==> src/rtl/irq_controller.sv <==
// Interrupt controller: per-source enable, level/edge mode, routing to CPU lines
// and a claim register returning the lowest-index enabled pending source.
module irq_controller #(
  parameter int N_SRC     = 8,
  parameter int IRQ_LINES = 6,
  parameter int ROUTE_W   = 3
) (
  input  logic                 clk,
  input  logic                 rst_n,
  input  logic [N_SRC-1:0]     src,
  input  logic [31:0]          address,
  input  logic                 read,
  input  logic                 write,
  input  logic [31:0]          data_wr,
  input  logic [3:0]           mask,
  output logic                 stall,
  output logic [31:0]          data_rd,
  output logic [31:0]          data_rd_2,
  output logic [IRQ_LINES-1:0] interrupt
);

  localparam int RT_BITS = N_SRC * ROUTE_W;

  typedef enum logic [2:0] {
    REG_STATUS   = 3'd0,
    REG_ENABLE   = 3'd1,
    REG_MODE     = 3'd2,
    REG_SOFT_SET = 3'd3,
    REG_ROUTE    = 3'd4,
    REG_CLAIM    = 3'd5,
    REG_RSVD6    = 3'd6,
    REG_RSVD7    = 3'd7
  } reg_e;

  logic [N_SRC-1:0]     sync1_q, sync1_d;
  logic [N_SRC-1:0]     src_s_q, src_s_d;
  logic [N_SRC-1:0]     src_d_q, src_d_d;
  logic [N_SRC-1:0]     pend_q, pend_d;
  logic [N_SRC-1:0]     enable_q, enable_d;
  logic [N_SRC-1:0]     mode_q, mode_d;
  logic [RT_BITS-1:0]   route_q, route_d;
  logic [IRQ_LINES-1:0] interrupt_q, interrupt_d;

  reg_e             reg_idx;
  logic [31:0]      wmask;
  logic [31:0]      wr_bits;
  logic [N_SRC-1:0] eff_pend;
  logic [N_SRC-1:0] active;
  logic [N_SRC-1:0] claim_onehot;
  logic [3:0]       claim_idx;
  logic             claim_valid;
  logic             claim_fire;
  logic [N_SRC-1:0] set_v;
  logic [N_SRC-1:0] clr_v;
  logic             unused_bits;

  assign unused_bits = ^{address[31:5], address[1:0], data_wr, wmask, wr_bits};

  // NOTE: every signal assigned in always_comb gets a default first, so no path can infer a latch.
  always_comb begin
    reg_idx  = reg_e'(address[4:2]);
    wmask    = {{8{mask[3]}}, {8{mask[2]}}, {8{mask[1]}}, {8{mask[0]}}};
    wr_bits  = data_wr & wmask;

    // A level source shows its synchronised input; an edge source its latch.
    eff_pend = (mode_q & pend_q) | (~mode_q & src_s_q);
    active   = eff_pend & enable_q;

    claim_valid  = |active;
    claim_onehot = active & ~(active - 1'b1);
    claim_idx    = '0;
    for (int i = N_SRC - 1; i >= 0; i--) begin
      if (active[i]) claim_idx = 4'(i);
    end
    claim_fire = read && (reg_idx == REG_CLAIM) && claim_valid;

    sync1_d = src;
    src_s_d = sync1_q;
    src_d_d = src_s_q;

    enable_d = enable_q;
    mode_d   = mode_q;
    route_d  = route_q;
    if (write) begin
      unique case (reg_idx)
        REG_ENABLE: enable_d = (enable_q & ~wmask[N_SRC-1:0]) | wr_bits[N_SRC-1:0];
        REG_MODE:   mode_d   = (mode_q & ~wmask[N_SRC-1:0]) | wr_bits[N_SRC-1:0];
        REG_ROUTE:  route_d  = (route_q & ~wmask[RT_BITS-1:0]) | wr_bits[RT_BITS-1:0];
        default: ;
      endcase
    end

    set_v = src_s_q & ~src_d_q;
    if (write && reg_idx == REG_SOFT_SET) set_v = set_v | wr_bits[N_SRC-1:0];
    clr_v = claim_fire ? claim_onehot : '0;
    if (write && reg_idx == REG_STATUS) clr_v = clr_v | wr_bits[N_SRC-1:0];

    // Set beats clear; anything leaving (or staying in) level mode is held clear.
    pend_d = (set_v | (pend_q & ~clr_v)) & mode_d;

    interrupt_d = '0;
    for (int l = 0; l < IRQ_LINES; l++) begin
      for (int i = 0; i < N_SRC; i++) begin
        if (active[i] && route_q[i*ROUTE_W +: ROUTE_W] == ROUTE_W'(l)) interrupt_d[l] = 1'b1;
      end
    end

    data_rd = '0;
    unique case (reg_idx)
      REG_STATUS: data_rd = 32'(eff_pend);
      REG_ENABLE: data_rd = 32'(enable_q);
      REG_MODE:   data_rd = 32'(mode_q);
      REG_ROUTE:  data_rd = 32'(route_q);
      REG_CLAIM:  data_rd = {claim_valid, 27'd0, claim_idx};
      default:    data_rd = '0;
    endcase
  end

  // NOTE: state flops use non-blocking assignments so every flop samples pre-edge values.
  always_ff @(posedge clk or negedge rst_n) begin
    if (!rst_n) begin
      sync1_q     <= '0;
      src_s_q     <= '0;
      src_d_q     <= '0;
      pend_q      <= '0;
      enable_q    <= '0;
      mode_q      <= '0;
      route_q     <= '0;
      interrupt_q <= '0;
    end else begin
      sync1_q     <= sync1_d;
      src_s_q     <= src_s_d;
      src_d_q     <= src_d_d;
      pend_q      <= pend_d;
      enable_q    <= enable_d;
      mode_q      <= mode_d;
      route_q     <= route_d;
      interrupt_q <= interrupt_d;
    end
  end

  assign interrupt = interrupt_q;
  assign stall     = 1'b0;
  assign data_rd_2 = '0;

endmodule

==> config.mk <==
export PLATFORM = sky130hd
export DESIGN_NAME = irq_controller
export DESIGN_NICKNAME = d
export VERILOG_FILES = /design/src/rtl/irq_controller.sv
export SDC_FILE = /design/constraint.sdc
export NUM_CORES = 1
export LEC_CHECK = 0
export ABC_AREA = 1
export CAP_MARGIN = 20
export CORE_MARGIN = 10
export CORE_UTILIZATION = 35
export DETAILED_ROUTE_END_ITERATION = 10
export PLACE_DENSITY = 0.67
export SETUP_SLACK_MARGIN = 0.1
export SYNTH_ARGS = -nofsm -noshare
export SYNTH_HDL_FRONTEND = slang
export SYNTH_SLANG_ARGS = --single-unit
==> constraint.sdc <==
create_clock -name clk -period 2.1 [get_ports clk]
set_input_delay 0.42 -clock clk [delete_from_list [all_inputs] [get_ports clk]]
set_output_delay 0.42 -clock clk [all_outputs]
set_load 0.1 [all_outputs]
==> metrics.csv <==
stage,metric,value,unit
run_status,status,finished with violations,
run_status,failing checks,setup timing,
yosys,Post-synth ARST share,1.00,
grt,GRT overflow,0,
floorplan,Die Wd,131,µm
worst_setup_path,most frequent CP cell,nand2_2,
worst_setup_path,Worst Path Max Fanout,3,
placed_design,hpwl dp,10600,µm
yosys,Gate Count Post-Synth,524,
worst_setup_path,CP max stage delay,400,ps
yosys,sequential area share after synthesis,0.450,
grt,first-pass GRT wire length,22200,µm
cts,Sink Count,78,
sta,unrepaired setup endpoints after global routing,true,
routing,antenna-violating nets left,0,
routing,vias,4105,
yosys,"Primary FF master, synth",dfrtp_1,
routing,drt drc,0,
worst_setup_path,Worst EP required,1680,ps
floorplan,Initial Util,0.360,
cts,htree depth,3,
power_and_ir_drop,Net Sw Frac,0.443,
worst_setup_path,CP endpoint kind,output pin,
worst_setup_path,worst-path cell chain,inv_2 -> nand2_2 -> nand3_2 -> nand2_2 -> nor2_4 -> nand4_1 -> o211ai_1 -> clkbuf_16,
sta,Hold Fails Final Rpt,0,
sta,Setup-failing EPs final,4,
sta,final setup skew,5.97,ps
worst_setup_path,reg2reg start,mode_q[1]$_DFF_PN0_,
final_layout,layout cell share with drive strength beyond 1,0.349,
power_and_ir_drop,Pwr Total,6720,µW
placed_design,PortBufs,72,
yosys,synthesized area per cell,8.28,µm²
cts,clk_lat worst skew,340,ps
floorplan,core area,12100,µm²
hold_path,hold crit path type,in -> async,
yosys,Post-synth EDFFs,0,
yosys,Post-Synth XOR/XNOR Area,0,
worst_setup_path,critical path launch point type,register,
grt,number of global-route vias before repair,4273,
final_layout,Final #Nets,742,
sta,Peak Freq,0.453,GHz
yosys,Yosys cell types,34,
cts,CTS Buffer Depth,2,
yosys,Post-Synth Simple-Gate Area,0.260,
power_and_ir_drop,sequential share of power,0.299,
routing,WL per Instance,16.3,µm
yosys,synth warn,0,
yosys,"count leader, synth",dfrtp_1,
power_and_ir_drop,clock power share,0.237,
flow_run,Max-Cap Viols,0,
worst_setup_path,"Max stage delay cell, worst path",dfrtp_1,
cts,Root Buffer,clkbuf_16,
worst_setup_path,Crit Path Class,reg -> out,
floorplan,IO Count,151,
worst_setup_path,Worst setup startpoint,mode_q[1]$_DFF_PN0_,
routing,post-DR vias/cell,4.92,
yosys,mux cell area share after synthesis,0.0121,
sta,setup_tns,-210,ps
yosys,"area leader, netlist",dfrtp_1,
placed_design,global placer's final weighted congestion,0.975,
yosys,register bit total from synthesis,78,
power_and_ir_drop,Comb power frac,0.464,
sta,Max Slew Vio Count,0,
grt,largest net degree at the start of global routing,46,
cts,CTS tree,done,
sta,final worst slack,-105,ps
power_and_ir_drop,Pint,3740,µW
routing,final WL,13600,µm
power_and_ir_drop,net switching power figure,2970,µW
placed_design,Place WS,-307,ps
worst_setup_path,Worst Path Arrival,1790,ps
yosys,Post-synth top cells,"dfrtp_1, inv_1, nand2_1",
worst_setup_path,end of the worst register-to-register path,pend_q[6]$_DFF_PN0_,
cts,hold buffer count at cts,0,
worst_setup_path,reg2reg path depth,11,
cts,clock buffer count from CTS,9,
grt,Total GRT Usage,0.155,
final_layout,n_diodes,0,
worst_setup_path,reg2reg setup slack,400,ps
yosys,top-area cell type share of the netlist area,0.450,
power_and_ir_drop,Peak VDD IR,0.644,mV
floorplan,Rows,40,
grt,initial antenna violation count,0,
sta,post-route minimum period,2210,ps
yosys,Synth Area in Adders,0,
yosys,Synth area leaders,"dfrtp_1, buf_4, inv_1",
worst_setup_path,crit-path leading delay family,simple AND/OR/NAND/NOR gates,
yosys,Compound-Gate Fraction of Synth Area,0.118,
power_and_ir_drop,pwr dens,1020,nW/µm²
sta,Final Cycle Share,1.05,
worst_setup_path,Buf/Inv on CP,2,
yosys,largest family of logic cells by synthesized area,simple AND/OR/NAND/NOR gates,
floorplan,die span in y,131,µm
floorplan,die footprint,17300,µm²
yosys,Synth Cell Area,4340,µm²
power_and_ir_drop,leakage,0.00311,µW
final_layout,area delta synth->final,51.1,%
routing,drt initial violations,388,
routing,first-pass iteration count of the detailed router,5,
cts,clock-pin slew on the worst setup and hold paths,60,ps
area by class of cell:
class,instances,area [µm²]
clock inverter,6,71.3
fill,1093,5510
tap,168,210
clock buffer,10,239
multi-input combinational,352,2240
sequential,78,1950
timing repair buffer,136,1500
inverter,85,344
per-layer routing:
layer | vias up | global-route usage | routed length, µm
li1 | 1950 | - | -
met4 | 0 | 0.0402 | 286
met1 | 1951 | 0.183 | 5610
met2 | 181 | 0.262 | 6640
met5 | - | 0 | 0
met3 | 23 | 0.0514 | 1120
what timing repair did:
item	4_1_cts	5_1_grt
hold endpoints to repair	0	0
buffers inserted	19	14
gates resized for setup	75	19
setup endpoints to repair	25	14
cloned	0	0
pin swaps	22	16
through the flow:
stage / hold slack, ps / utilization / cells / instance area (µm²)
floorplan: 124 / - / 563 / 4670
global placement: 335 / 0.476 / 786 / 5750
detailed placement: 339 / 0.476 / 786 / 5750
CTS: 34.5 / 0.531 / 821 / 6410
global route: 48.1 / 0.543 / 835 / 6560
finish: 26.0 / 0.543 / 835 / 6560
worst max-delay path by stage:
stage,endpoint,cells after the start
floorplan,data_rd[2],4
global placement,data_rd[9],7
detailed placement,data_rd[9],7
CTS,data_rd[2],9
global route,data_rd[2],8
finish,data_rd[2],8
cell usage in the layout (no fill, tap or decap), types with 19 or more instances in the layout:
master / synthesis / final
buf_12: 0 / 28
nor3_1: 19 / 19
inv_1: 77 / 65
nand3_1: 25 / 21
nor2_1: 52 / 33
a21oi_1: 25 / 23
dfrtp_1: 78 / 78
clkdlybuf4s50_1: 0 / 37
o22ai_1: 21 / 20
nand2_2: 6 / 22
buf_4: 40 / 61
nand2_1: 69 / 45
conb_1: 1 / 40
kinds of logic (layout without fill, tap and decap cells):
family          count (synthesis)  after routing
mux                             4              4
simple gates                  226            226
flops                          78             78
buf+inv                       133            237
other cells                     1             40
compound gates                 82             82
power groups by stage:
stage	logic, µW	registers (µW)	clock network [µW]
finish	3120	2010	1590
global route	3300	2050	1690
CTS	2930	2000	1630
detailed placement	2680	2010	0
global placement	2630	1990	0
floorplan	1660	2310	0
Note: power is estimated with default switching activity, not from simulation.
